--- src/rtl/seq_multiplier_if.sv ---
// -----------------------------------------------------------------------------
// seq_multiplier_if
// Bundles the operand, control and result signals of seq_multiplier.
//
// Handshake (Run/Ready level protocol):
//   The master raises Run with the operands and Signed stable on the same edge.
//   The slave samples them once, on the first posedge where Run=1 in IDLE, and
//   raises Busy. After WIDTH iterations it raises Ready, and Product is valid.
//   Ready and Product stay stable for as long as Run stays high. Dropping Run
//   while Ready is high releases the result and returns the slave to IDLE.
//   Dropping Run while Busy is high aborts the operation. Product keeps its
//   previous value and Ready is not raised. A new operation needs Run low for
//   at least one cycle after Ready.
//
// Signals:
//   Run           master -> slave   start/hold request (level)
//   Signed        master -> slave   1 = two's complement operands
//   Multiplicand  master -> slave   operand A, WIDTH bits
//   Multiplier    master -> slave   operand B, WIDTH bits
//   Product       slave  -> master  2*WIDTH-bit result register
//   Busy          slave  -> master  iteration in progress
//   Ready         slave  -> master  Product valid
//   state         slave  -> master  FSM state for debug/observation
//                                   (00 IDLE, 01 CALC, 10 DONE)
// -----------------------------------------------------------------------------
interface seq_multiplier_if #(
  parameter int WIDTH = 32
);
  logic                 Run;
  logic                 Signed;
  logic [WIDTH-1:0]     Multiplicand;
  logic [WIDTH-1:0]     Multiplier;
  logic [2*WIDTH-1:0]   Product;
  logic                 Busy;
  logic                 Ready;
  logic [1:0]           state;

  modport master (
    output Run, Signed, Multiplicand, Multiplier,
    input  Product, Busy, Ready, state
  );

  modport slave (
    input  Run, Signed, Multiplicand, Multiplier,
    output Product, Busy, Ready, state
  );
endinterface

--- src/rtl/seq_multiplier.sv ---
// -----------------------------------------------------------------------------
// seq_multiplier
// Iterative shift-add multiplier. It retires one multiplier bit per clock and
// supports signed (two's complement) and unsigned operands. Signed operands are
// handled as sign-and-magnitude. The magnitudes are multiplied unsigned, and the
// 2*WIDTH-bit result is negated on the final edge when the operand signs differ.
//
// Ports:
//   clk    clock; all state updates on posedge
//   Reset  synchronous reset, active low; has priority over everything
//   bus    seq_multiplier_if.slave (Run, Signed, Multiplicand, Multiplier in;
//          Product, Busy, Ready, state out)
//
// Timing: Run is sampled high in IDLE at edge E0, and Busy is high after E0.
// Ready and Product are valid after edge E0+WIDTH. The latency does not depend
// on the operand data.
// -----------------------------------------------------------------------------
module seq_multiplier #(
  parameter int WIDTH = 32
) (
  input  logic            clk,
  input  logic            Reset,
  seq_multiplier_if.slave bus
);

  localparam int CNT_W = $clog2(WIDTH + 1);
  localparam int PW    = 2 * WIDTH;

  // The encoding puts Busy on bit 0 and Ready on bit 1. Both outputs are then
  // plain flop outputs with no decode logic behind them.
  typedef enum logic [1:0] {
    IDLE = 2'b00,
    CALC = 2'b01,
    DONE = 2'b10
  } state_t;

  state_t           state_q;
  state_t           state_d;

  logic [CNT_W-1:0] count_q;
  logic             neg_q;
  logic [WIDTH-1:0] mag_a_q;
  // Working register. In the full formulation it has a top bit acc[2W], and
  // that bit is always written as zero. It is therefore not stored; the
  // register holds only acc[2W-1:0].
  logic [PW-1:0]    acc_q;
  logic [PW-1:0]    product_q;

  logic             neg_in;
  logic [WIDTH-1:0] mag_a_in;
  logic [WIDTH-1:0] mag_b_in;
  logic [WIDTH:0]   sum;
  logic [PW-1:0]    acc_next;
  logic [PW-1:0]    product_next;
  logic             last_iter;

  // ---------------------------------------------------------------------------
  // Operand conditioning at load. The magnitude is an unsigned WIDTH-bit value,
  // so the most negative operand maps cleanly to 2^(WIDTH-1).
  // ---------------------------------------------------------------------------
  always_comb begin
    neg_in   = bus.Signed & (bus.Multiplicand[WIDTH-1] ^ bus.Multiplier[WIDTH-1]);
    mag_a_in = (bus.Signed && bus.Multiplicand[WIDTH-1])
               ? (~bus.Multiplicand + WIDTH'(1)) : bus.Multiplicand;
    mag_b_in = (bus.Signed && bus.Multiplier[WIDTH-1])
               ? (~bus.Multiplier + WIDTH'(1)) : bus.Multiplier;
  end

  // ---------------------------------------------------------------------------
  // One shift-add step. The carry out of the upper-half add is kept in sum[W],
  // and the shift moves it back into the top of the working register.
  // ---------------------------------------------------------------------------
  always_comb begin
    sum          = {1'b0, acc_q[PW-1:WIDTH]} + (acc_q[0] ? {1'b0, mag_a_q} : '0);
    acc_next     = {sum, acc_q[WIDTH-1:1]};
    product_next = neg_q ? (~acc_next + PW'(1)) : acc_next;
    last_iter    = (count_q == CNT_W'(1));
  end

  // ---------------------------------------------------------------------------
  // FSM: state register
  // ---------------------------------------------------------------------------
  always_ff @(posedge clk) begin
    if (!Reset) begin
      state_q <= IDLE;
    end else begin
      state_q <= state_d;
    end
  end

  // ---------------------------------------------------------------------------
  // FSM: next-state logic
  // ---------------------------------------------------------------------------
  always_comb begin
    state_d = state_q;
    case (state_q)
      IDLE: begin
        if (bus.Run) state_d = CALC;
      end
      CALC: begin
        if (!bus.Run)      state_d = IDLE;  // abort
        else if (last_iter) state_d = DONE;
      end
      DONE: begin
        // Ready holds until the master releases Run. No direct restart from DONE.
        if (!bus.Run) state_d = IDLE;
      end
      default: state_d = IDLE;
    endcase
  end

  // ---------------------------------------------------------------------------
  // FSM: outputs (the flop bits of the state register feed the outputs directly)
  // ---------------------------------------------------------------------------
  always_comb begin
    bus.Busy    = state_q[0];
    bus.Ready   = state_q[1];
    bus.state   = state_q;
    bus.Product = product_q;
  end

  // ---------------------------------------------------------------------------
  // Datapath registers
  // ---------------------------------------------------------------------------
  always_ff @(posedge clk) begin
    if (!Reset) begin
      count_q   <= '0;
      neg_q     <= 1'b0;
      mag_a_q   <= '0;
      acc_q     <= '0;
      product_q <= '0;
    end else begin
      case (state_q)
        IDLE: begin
          if (bus.Run) begin
            neg_q   <= neg_in;
            mag_a_q <= mag_a_in;
            acc_q   <= {{WIDTH{1'b0}}, mag_b_in};
            count_q <= CNT_W'(WIDTH);
          end
        end
        CALC: begin
          // With Run low this is an abort. Nothing is written, so Product keeps
          // its previous result.
          if (bus.Run) begin
            acc_q   <= acc_next;
            count_q <= count_q - CNT_W'(1);
            if (last_iter) product_q <= product_next;
          end
        end
        default: ;
      endcase
    end
  end

endmodule

--- src/flat_wrapper.sv ---
// flat-port wrapper written by rule: the top's interface ports become plain ports
module seq_multiplier_flat 
#(
  parameter int WIDTH = 32
)
  (clk, Reset, bus_Run, bus_Signed, bus_Multiplicand, bus_Multiplier, bus_Product, bus_Busy, bus_Ready, bus_state);
  seq_multiplier_if #(.WIDTH(WIDTH)) bus_i ();
  input  logic clk;
  input  logic Reset;
  input wire logic [$bits(bus_i.Run)-1:0] bus_Run;
  input wire logic [$bits(bus_i.Signed)-1:0] bus_Signed;
  input wire logic [$bits(bus_i.Multiplicand)-1:0] bus_Multiplicand;
  input wire logic [$bits(bus_i.Multiplier)-1:0] bus_Multiplier;
  output wire logic [$bits(bus_i.Product)-1:0] bus_Product;
  output wire logic [$bits(bus_i.Busy)-1:0] bus_Busy;
  output wire logic [$bits(bus_i.Ready)-1:0] bus_Ready;
  output wire logic [$bits(bus_i.state)-1:0] bus_state;
  assign bus_i.Run = bus_Run;
  assign bus_i.Signed = bus_Signed;
  assign bus_i.Multiplicand = bus_Multiplicand;
  assign bus_i.Multiplier = bus_Multiplier;
  assign bus_Product = bus_i.Product;
  assign bus_Busy = bus_i.Busy;
  assign bus_Ready = bus_i.Ready;
  assign bus_state = bus_i.state;
  seq_multiplier #(.WIDTH(WIDTH)) u_core (.clk(clk), .Reset(Reset), .bus(bus_i));
endmodule
--- config.mk ---
export PLATFORM = sky130hd
export DESIGN_NAME = seq_multiplier_flat
export DESIGN_NICKNAME = d
export VERILOG_FILES = /design/src/rtl/seq_multiplier_if.sv /design/src/rtl/seq_multiplier.sv /design/src/flat_wrapper.sv
export SDC_FILE = /design/constraint.sdc
export NUM_CORES = 1
export LEC_CHECK = 0
export ABC_CLOCK_PERIOD_IN_PS = 5700
export BUFFER_PORTS_ARGS = -buffer_cell sky130_fd_sc_hd__buf_2
export CAP_MARGIN = 20
export CORE_ASPECT_RATIO = 1.25
export CORE_UTILIZATION = 38
export DETAILED_ROUTE_END_ITERATION = 10
export MAX_ROUTING_LAYER = met4
export PLACE_DENSITY = 0.61
export SYNTH_ARGS = -nofsm -noshare
export SYNTH_HDL_FRONTEND = slang
export SYNTH_SLANG_ARGS = --single-unit
--- constraint.sdc ---
create_clock -name clk -period 5.7 [get_ports clk]
set_input_delay 0.855 -clock clk [delete_from_list [all_inputs] [get_ports clk]]
set_output_delay 0.855 -clock clk [all_outputs]
set_load 0.01 [all_outputs]
==> results.yml, run 1 <==
cts:
  cts_resized: 0
  root_buffer: "clkbuf_16"
  numCtsBuffers: 17
  clockBufferDepth: 2
  holdBufCountCts: 0
  cts_sinks: 169
  insertion_delay_ns: 0.44
  clkSlewWorstSetupHoldPaths_ns: 0.07
  cts_setup_buffers: 0
  htreeDepth: 4
  cts_tree: "built"
power_and_ir_drop:
  p_seq_share_pct: 43.1
  switching_power_mw: 0.851
  intPower_mw: 2.08
  p_comb_share_pct: 14.8
  pwr-share-clk_pct: 42.1
  powerDensity_nw_per_um2: 231
  p_leak_nw: 4.97
  swShare_pct: 29.0
  max-vdd-ir-drop_v: 0.000146
synth:
  synthTopCellsByArea: "dfxtp_1 (30%), xor2_1 (6.3%), nor2_1 (6.1%)"
  synth_flop_cell: "dfxtp_1"
  synth-compound-area-share_pct: 27.9
  async_flop_share_pct: 0
  synthXorXnorAreaFrac_pct: 10.5
  synthAdderAreaFrac_pct: 4.31
  synthSimpleGateAreaFrac_pct: 21.2
  avgSynthCellArea_um2: 7.81
  synthesis.area_um2: 11200
  synth_top_family_by_area: "compound AO/OA/AOI/OAI gates"
  synth_edf_count: 0
  syn_nets: 1543
  yosys.area.top_type: "dfxtp_1"
  synth_seq_cells: 169
  muxShareOfSynthArea_pct: 0.825
  synthCells: 1437
  synth.distinct_cells: 79
  ys_warn_count: 0
  netlist.area_leader.share_pct: 30.2
  seq_area_frac_synth_pct: 30.2
global_route:
  grt_pass1_vias: 10200
  busiest_layer: "met2"
  gr-total-overflow: 0
  use_met3_pct: 3.29
  grt_pass1_wl_um: 54600
  groute.usage.overall_pct: 23.5
  met1_usage_pct: 27.4
  antenna_found_initial: 0
  grt_max_degree: 93
  use_met2_pct: 40.8
worst_setup_path:
  cp-end-kind: "register"
  crit_arrival_ns: 5.19
  cp.required_ns: 6.03
  critPathKind: "register to register"
  startpoint_type: "register"
  crit_path_max_fanout: 29
floorplanning:
  row_count: 69
  start_util_pct: 39.0
  ioPinCount: 136
  die_area_um2: 30200
  core_area_um2: 28700
  die_y_um: 194
  fp.dieW_um: 156
routing:
  via_per_inst: 5.59
  wl_um: 34300
  wire_per_inst_um: 18.0
  drt_iter0_drc: 685
  first_pass_iters: 6
  vias: 10600
  ant_nets: 0
  drc: 0
sta:
  setup_violations: 0
  rsz0062_at_grt: "no"
  slew_violations: 0
  fin_crit_ns: 4.86
  skew_ns: 0.0115
  timing.setup.tns_ns: 0
  worst_pin_slew_ns: 0.920
  finalHoldViolCount: 0
  max_freq_ghz: 0.206
  timing.final.crit_share_pct: 85.2
  slew_headroom_pct: 37.8
layout:
  stdcell_area_um2: 12700
  final_nets: 1607
  n_antenna_cell: 0
  fillers: 2995
  syn2layout_area_growth_pct: 13.4
  drive_gt1_share_pct: 13.9
placement:
  place_congestion: 0.912
  placed_area_um2: 12100
  portBuffers: 135
  dp_hpwl_um: 25700
status:
  status: "completed"
flow_run:
  maxCapViolations: 0
min_path:
  min_path_type: "register to register"
## per-stage QoR
step	util, %	hold WS, ns	instances	total power [mW]	setup WS [ns]
after floorplan	-	0.436	1437	1.58	1.23
after global placement	42.1	0.446	1872	1.72	0.973
after detailed placement	42.1	0.449	1872	1.73	0.882
after CTS	44.2	0.456	1904	2.96	0.865
after global routing	44.2	0.483	1904	3.06	0.592
final	44.2	0.451	1904	2.94	0.844
## worst paths after layout
path                                  startpoint  slack [ns]  cells past startpoint                                  end
max reg2reg         u_core.acc_q[0]$_SDFFE_PN0P_        0.84                     13  u_core.bus.Product[62]$_SDFFE_PN0P_
max                 u_core.acc_q[0]$_SDFFE_PN0P_        0.84                     13  u_core.bus.Product[62]$_SDFFE_PN0P_
min          u_core.bus.Product[39]$_SDFFE_PN0P_        0.45                      2  u_core.bus.Product[39]$_SDFFE_PN0P_
min reg2reg  u_core.bus.Product[39]$_SDFFE_PN0P_        0.45                      2  u_core.bus.Product[39]$_SDFFE_PN0P_
## power groups by stage
stage	Sequential [mW]	Clock (mW)	Combinational, mW
CTS	1.26	1.26	0.437
floorplan	1.28	0	0.302
finish	1.27	1.24	0.435
global placement	1.29	0	0.431
detailed placement	1.29	0	0.435
global route	1.27	1.31	0.482
## cell usage after synthesis (all sizes together), types with 10 or more instances
master	n
ha	37
a21oi	101
a21o	16
clkbuf	88
nand4	16
nor4	10
or3	22
dfxtp	169
xnor2	53
nand2	108
inv	44
nor3	32
nand3	18
o41ai	17
o21ai	71
o211ai	11
xor2	81
o221ai	31
a211oi	85
and2	43
o31ai	32
a22oi	38
or4	21
buf	14
nor2	182
## critical path: stages, from the launching register on
cell     delay, ns
dfxtp_1       0.33
buf_4         0.23
and2_1        0.19
ha_1          0.46
nand2_1       0.14
o31ai_1       0.57
a21o_1        0.22
xor2_1        0.12
or4_1         0.69
or4_1         0.68
or4_4         0.49
o41ai_2       0.38
xor2_1        0.17
o21ai_1       0.07
## state kept, by name, summed over array words and instances, names as in the netlist
signal              cells
u_core.acc_q           64
u_core.mag_a_q         32
u_core.bus.Product     64
u_core.bus.state        2
u_core.neg_q            1
u_core.count_q          6
## placed cells by master (no fill, tap or decap), types with 4 or more instances in the layout
cell type,synthesis,routed
nand2_1,108,108
buf_4,2,12
nand2b_1,7,6
or2_2,6,6
clkinv_4,0,4
a21boi_0,5,5
inv_1,43,43
o21ai_0,69,69
and2_1,43,43
nor4_1,8,8
a21oi_2,4,4
xor2_1,81,81
ha_1,37,37
a211oi_1,84,84
o41ai_1,16,16
o21bai_1,4,4
a21oi_1,96,96
xnor2_1,52,52
o221ai_1,30,30
or3_1,22,22
buf_2,8,135
nor3_1,32,32
and3_1,8,8
a21o_1,16,16
nor2_1,182,179
a211o_1,4,4
nand3_1,17,17
o211ai_1,11,11
dfxtp_1,169,168
nand4_1,16,16
a22oi_1,38,38
or4_1,19,19
a311oi_1,6,6
o31ai_1,32,32
mux2i_1,7,7
clkbuf_16,0,17
## kinds of logic (layout without fill, tap and decap cells)
group,Yosys count,after routing
and+or+nand+nor,491,491
buffers and inverters,146,223
muxes,9,9
AOI/OAI and AO/OA,450,450
adders and majority gates,38,38
DFF,169,169
xor gates and xnor gates,134,134
## routing by layer
metal / vias to the layer above / wire [µm]
met3: 51 / 1140
met2: 235 / 17100
met4: 0 / 1040
met1: 4983 / 15000
li1: 5379 / -
met5: - / 0
## cell type report
class	instances	area, µm²	share of cell area (%)
Multi-Input combinational cell	1122	7300	57.4
Sequential cell	169	3380	26.6
Timing Repair Buffer	147	766	6.02
Tap cell	390	488	3.84
Clock buffer	18	429	3.37
Clock inverter	14	186	1.47
Inverter	44	168	1.32
Power figures use the tool's default switching activity.
==> inputs of run 2 (changes only) <==
--- a/config.mk
+++ b/config.mk
@@ -9,6 +9,7 @@
 export BUFFER_PORTS_ARGS = -buffer_cell sky130_fd_sc_hd__buf_2
 export CAP_MARGIN = 20
 export CORE_ASPECT_RATIO = 1.25
+export CORE_MARGIN = 3
 export CORE_UTILIZATION = 38
 export DETAILED_ROUTE_END_ITERATION = 10
 export MAX_ROUTING_LAYER = met4
==> run 2 against run 1 <==
Setup slack better by 0.019 ns. Cell area rose by 0.37%. Non-clock buffer count increased by 3. Sequential power about the same. Largest power group unchanged. Sequential share of layout area fell by 0.099 points. Via count rose by 1.3%. Combinational power grew 0.9%. Total power up 0.77%. Clock power hardly changed. Core utilization increased by 0.17 points. Clock skew increased by 0.00088 ns.
==> results.yml, run 2 (same netlist as run 1, synthesis figures left out) <==
status:
  status: "completed"
worst_setup_path:
  reg2reg_to: "u_core.bus.Product[62]$_SDFFE_PN0P_"
  cp-endpoint: "u_core.bus.Product[62]$_SDFFE_PN0P_"
  r2r_start: "u_core.acc_q[0]$_SDFFE_PN0P_"
  r2r_cells: 14
  cp-end-kind: "register"
  crit_path_max_fanout: 33
  cp.required_ns: 6.03
  reg2reg_slack_ns: 0.86
  startpoint_type: "register"
  crit_arrival_ns: 5.17
  critPathKind: "register to register"
  crit_start: "u_core.acc_q[0]$_SDFFE_PN0P_"
routing:
  via_per_inst: 5.66
  wire_per_inst_um: 18.4
  drc: 0
  first_pass_iters: 7
  ant_nets: 0
  wl_um: 35000
  drt_iter0_drc: 693
  vias: 10800
power_and_ir_drop:
  max-vdd-ir-drop_v: 0.000150
  p_leak_nw: 5.00
  powerDensity_nw_per_um2: 232
  p_total_mw: 2.96
flow_run:
  maxCapViolations: 0
cts:
  holdBufCountCts: 0
  cts_tree: "built"
  clockBufferDepth: 2
  insertion_delay_ns: 0.44
  clkSlewWorstSetupHoldPaths_ns: 0.07
  root_buffer: "clkbuf_16"
  htreeDepth: 4
  numCtsBuffers: 17
  cts_setup_buffers: 0
  cts_sinks: 169
  cts_resized: 0
sta:
  skew_ns: 0.0124
  finalHoldViolCount: 0
  slew_violations: 0
  fin_crit_ns: 4.84
  timing.setup.tns_ns: 0
  max_freq_ghz: 0.207
  setup_violations: 0
  rsz0062_at_grt: "no"
  timing.final.crit_share_pct: 84.9
  worst_pin_slew_ns: 0.985
  slew_headroom_pct: 34.3
min_path:
  min_path_type: "register to register"
  min_path_cells: 2
  min_from: "u_core.acc_q[32]$_SDFFE_PN0P_"
global_route:
  grt_pass1_wl_um: 54900
  grt_max_degree: 67
  antenna_found_initial: 0
  grt_pass1_vias: 10100
  gr-total-overflow: 0
  groute.usage.overall_pct: 22.2
floorplanning:
  ioPinCount: 136
  row_count: 69
  die_y_um: 198
  start_util_pct: 39.0
  fp.dieW_um: 160
  die_area_um2: 31600
  core_area_um2: 28700
placement:
  portBuffers: 135
  place_congestion: 0.900
  dp_hpwl_um: 26500
layout:
  drive_gt1_share_pct: 14.0
  final_nets: 1610
  n_antenna_cell: 0
  most-common-layout-cells: "nor2_1 (179), dfxtp_1 (168), buf_2 (135)"
  final_common_cell: "nor2_1"
  fillers: 2962
  syn2layout_area_growth_pct: 13.8
==> run 2: changes by cell type in the layout (fill, tap and decap cells not counted) <==
cell / delta
inv_6: -2
buf_12: +1
clkbuf_8: +2
clkbuf_1: +1
inv_8: -2
clkinv_4: -1
bufinv_16: +1
buf_4: +2
==> run 2: metrics by stage <==
stage / hold slack, ns / area [µm²] / setup slack [ns] / utilization, % / std cells
floorplan: 0.436 / 11200 / 1.23 / - / 1437
global placement: 0.451 / 12100 / 0.939 / 42.1 / 1874
detailed placement: 0.453 / 12100 / 0.858 / 42.1 / 1874
CTS: 0.465 / 12700 / 0.853 / 44.3 / 1905
global route: 0.492 / 12800 / 0.615 / 44.4 / 1906
finish: 0.465 / 12800 / 0.863 / 44.4 / 1906
==> run 2: power breakdown <==
group / internal (mW) / total [mW] / leakage [nW] / switching, mW
clock network: 0.757 / 1.25 / 0.304 / 0.497
logic: 0.162 / 0.439 / 3.32 / 0.276
registers: 1.22 / 1.27 / 1.38 / 0.0421
==> run 2: per-layer routing <==
layer | global-route usage (%) | vias to the layer above | part of all wire (%)
met5 | - | - | 0
met3 | 2.99 | 65 | 3.9
met4 | 8.27 | 0 | 3.3
met1 | 26.3 | 5038 | 43
met2 | 38.5 | 299 | 49
li1 | - | 5386 | -
==> run 2: worst max-delay path: stages (launching register included) <==
cell      delay [ns]
dfxtp_1         0.30
buf_4           0.21
and2_1          0.20
ha_1            0.22
fa_1            0.47
a211oi_2        0.31
o31ai_1         0.18
a21o_1          0.22
xor2_1          0.18
or4_1           0.65
or4_1           0.67
or4_4           0.49
o41ai_2         0.37
xor2_1          0.17
o21ai_1         0.06
==> run 2: how the worst min path moves through the flow <==
| stage | end |
|---|---|
| global placement | u_core.acc_q[32]$_SDFFE_PN0P_ |
| global route | u_core.acc_q[32]$_SDFFE_PN0P_ |
| CTS | u_core.acc_q[32]$_SDFFE_PN0P_ |
| floorplan | u_core.acc_q[50]$_SDFFE_PN0P_ |
| detailed placement | u_core.acc_q[32]$_SDFFE_PN0P_ |
| finish | u_core.acc_q[32]$_SDFFE_PN0P_ |
==> run 2: area by class of cell <==
class                           count  area (µm²)  area share, %
Clock inverter                     10         168           1.31
Timing Repair Buffer              150         801           6.27
Sequential cell                   169        3380           26.5
Clock buffer                       21         460           3.61
Multi-Input combinational cell   1122        7300           57.2
Inverter                           44         168           1.31
Tap cell                          390         488           3.82
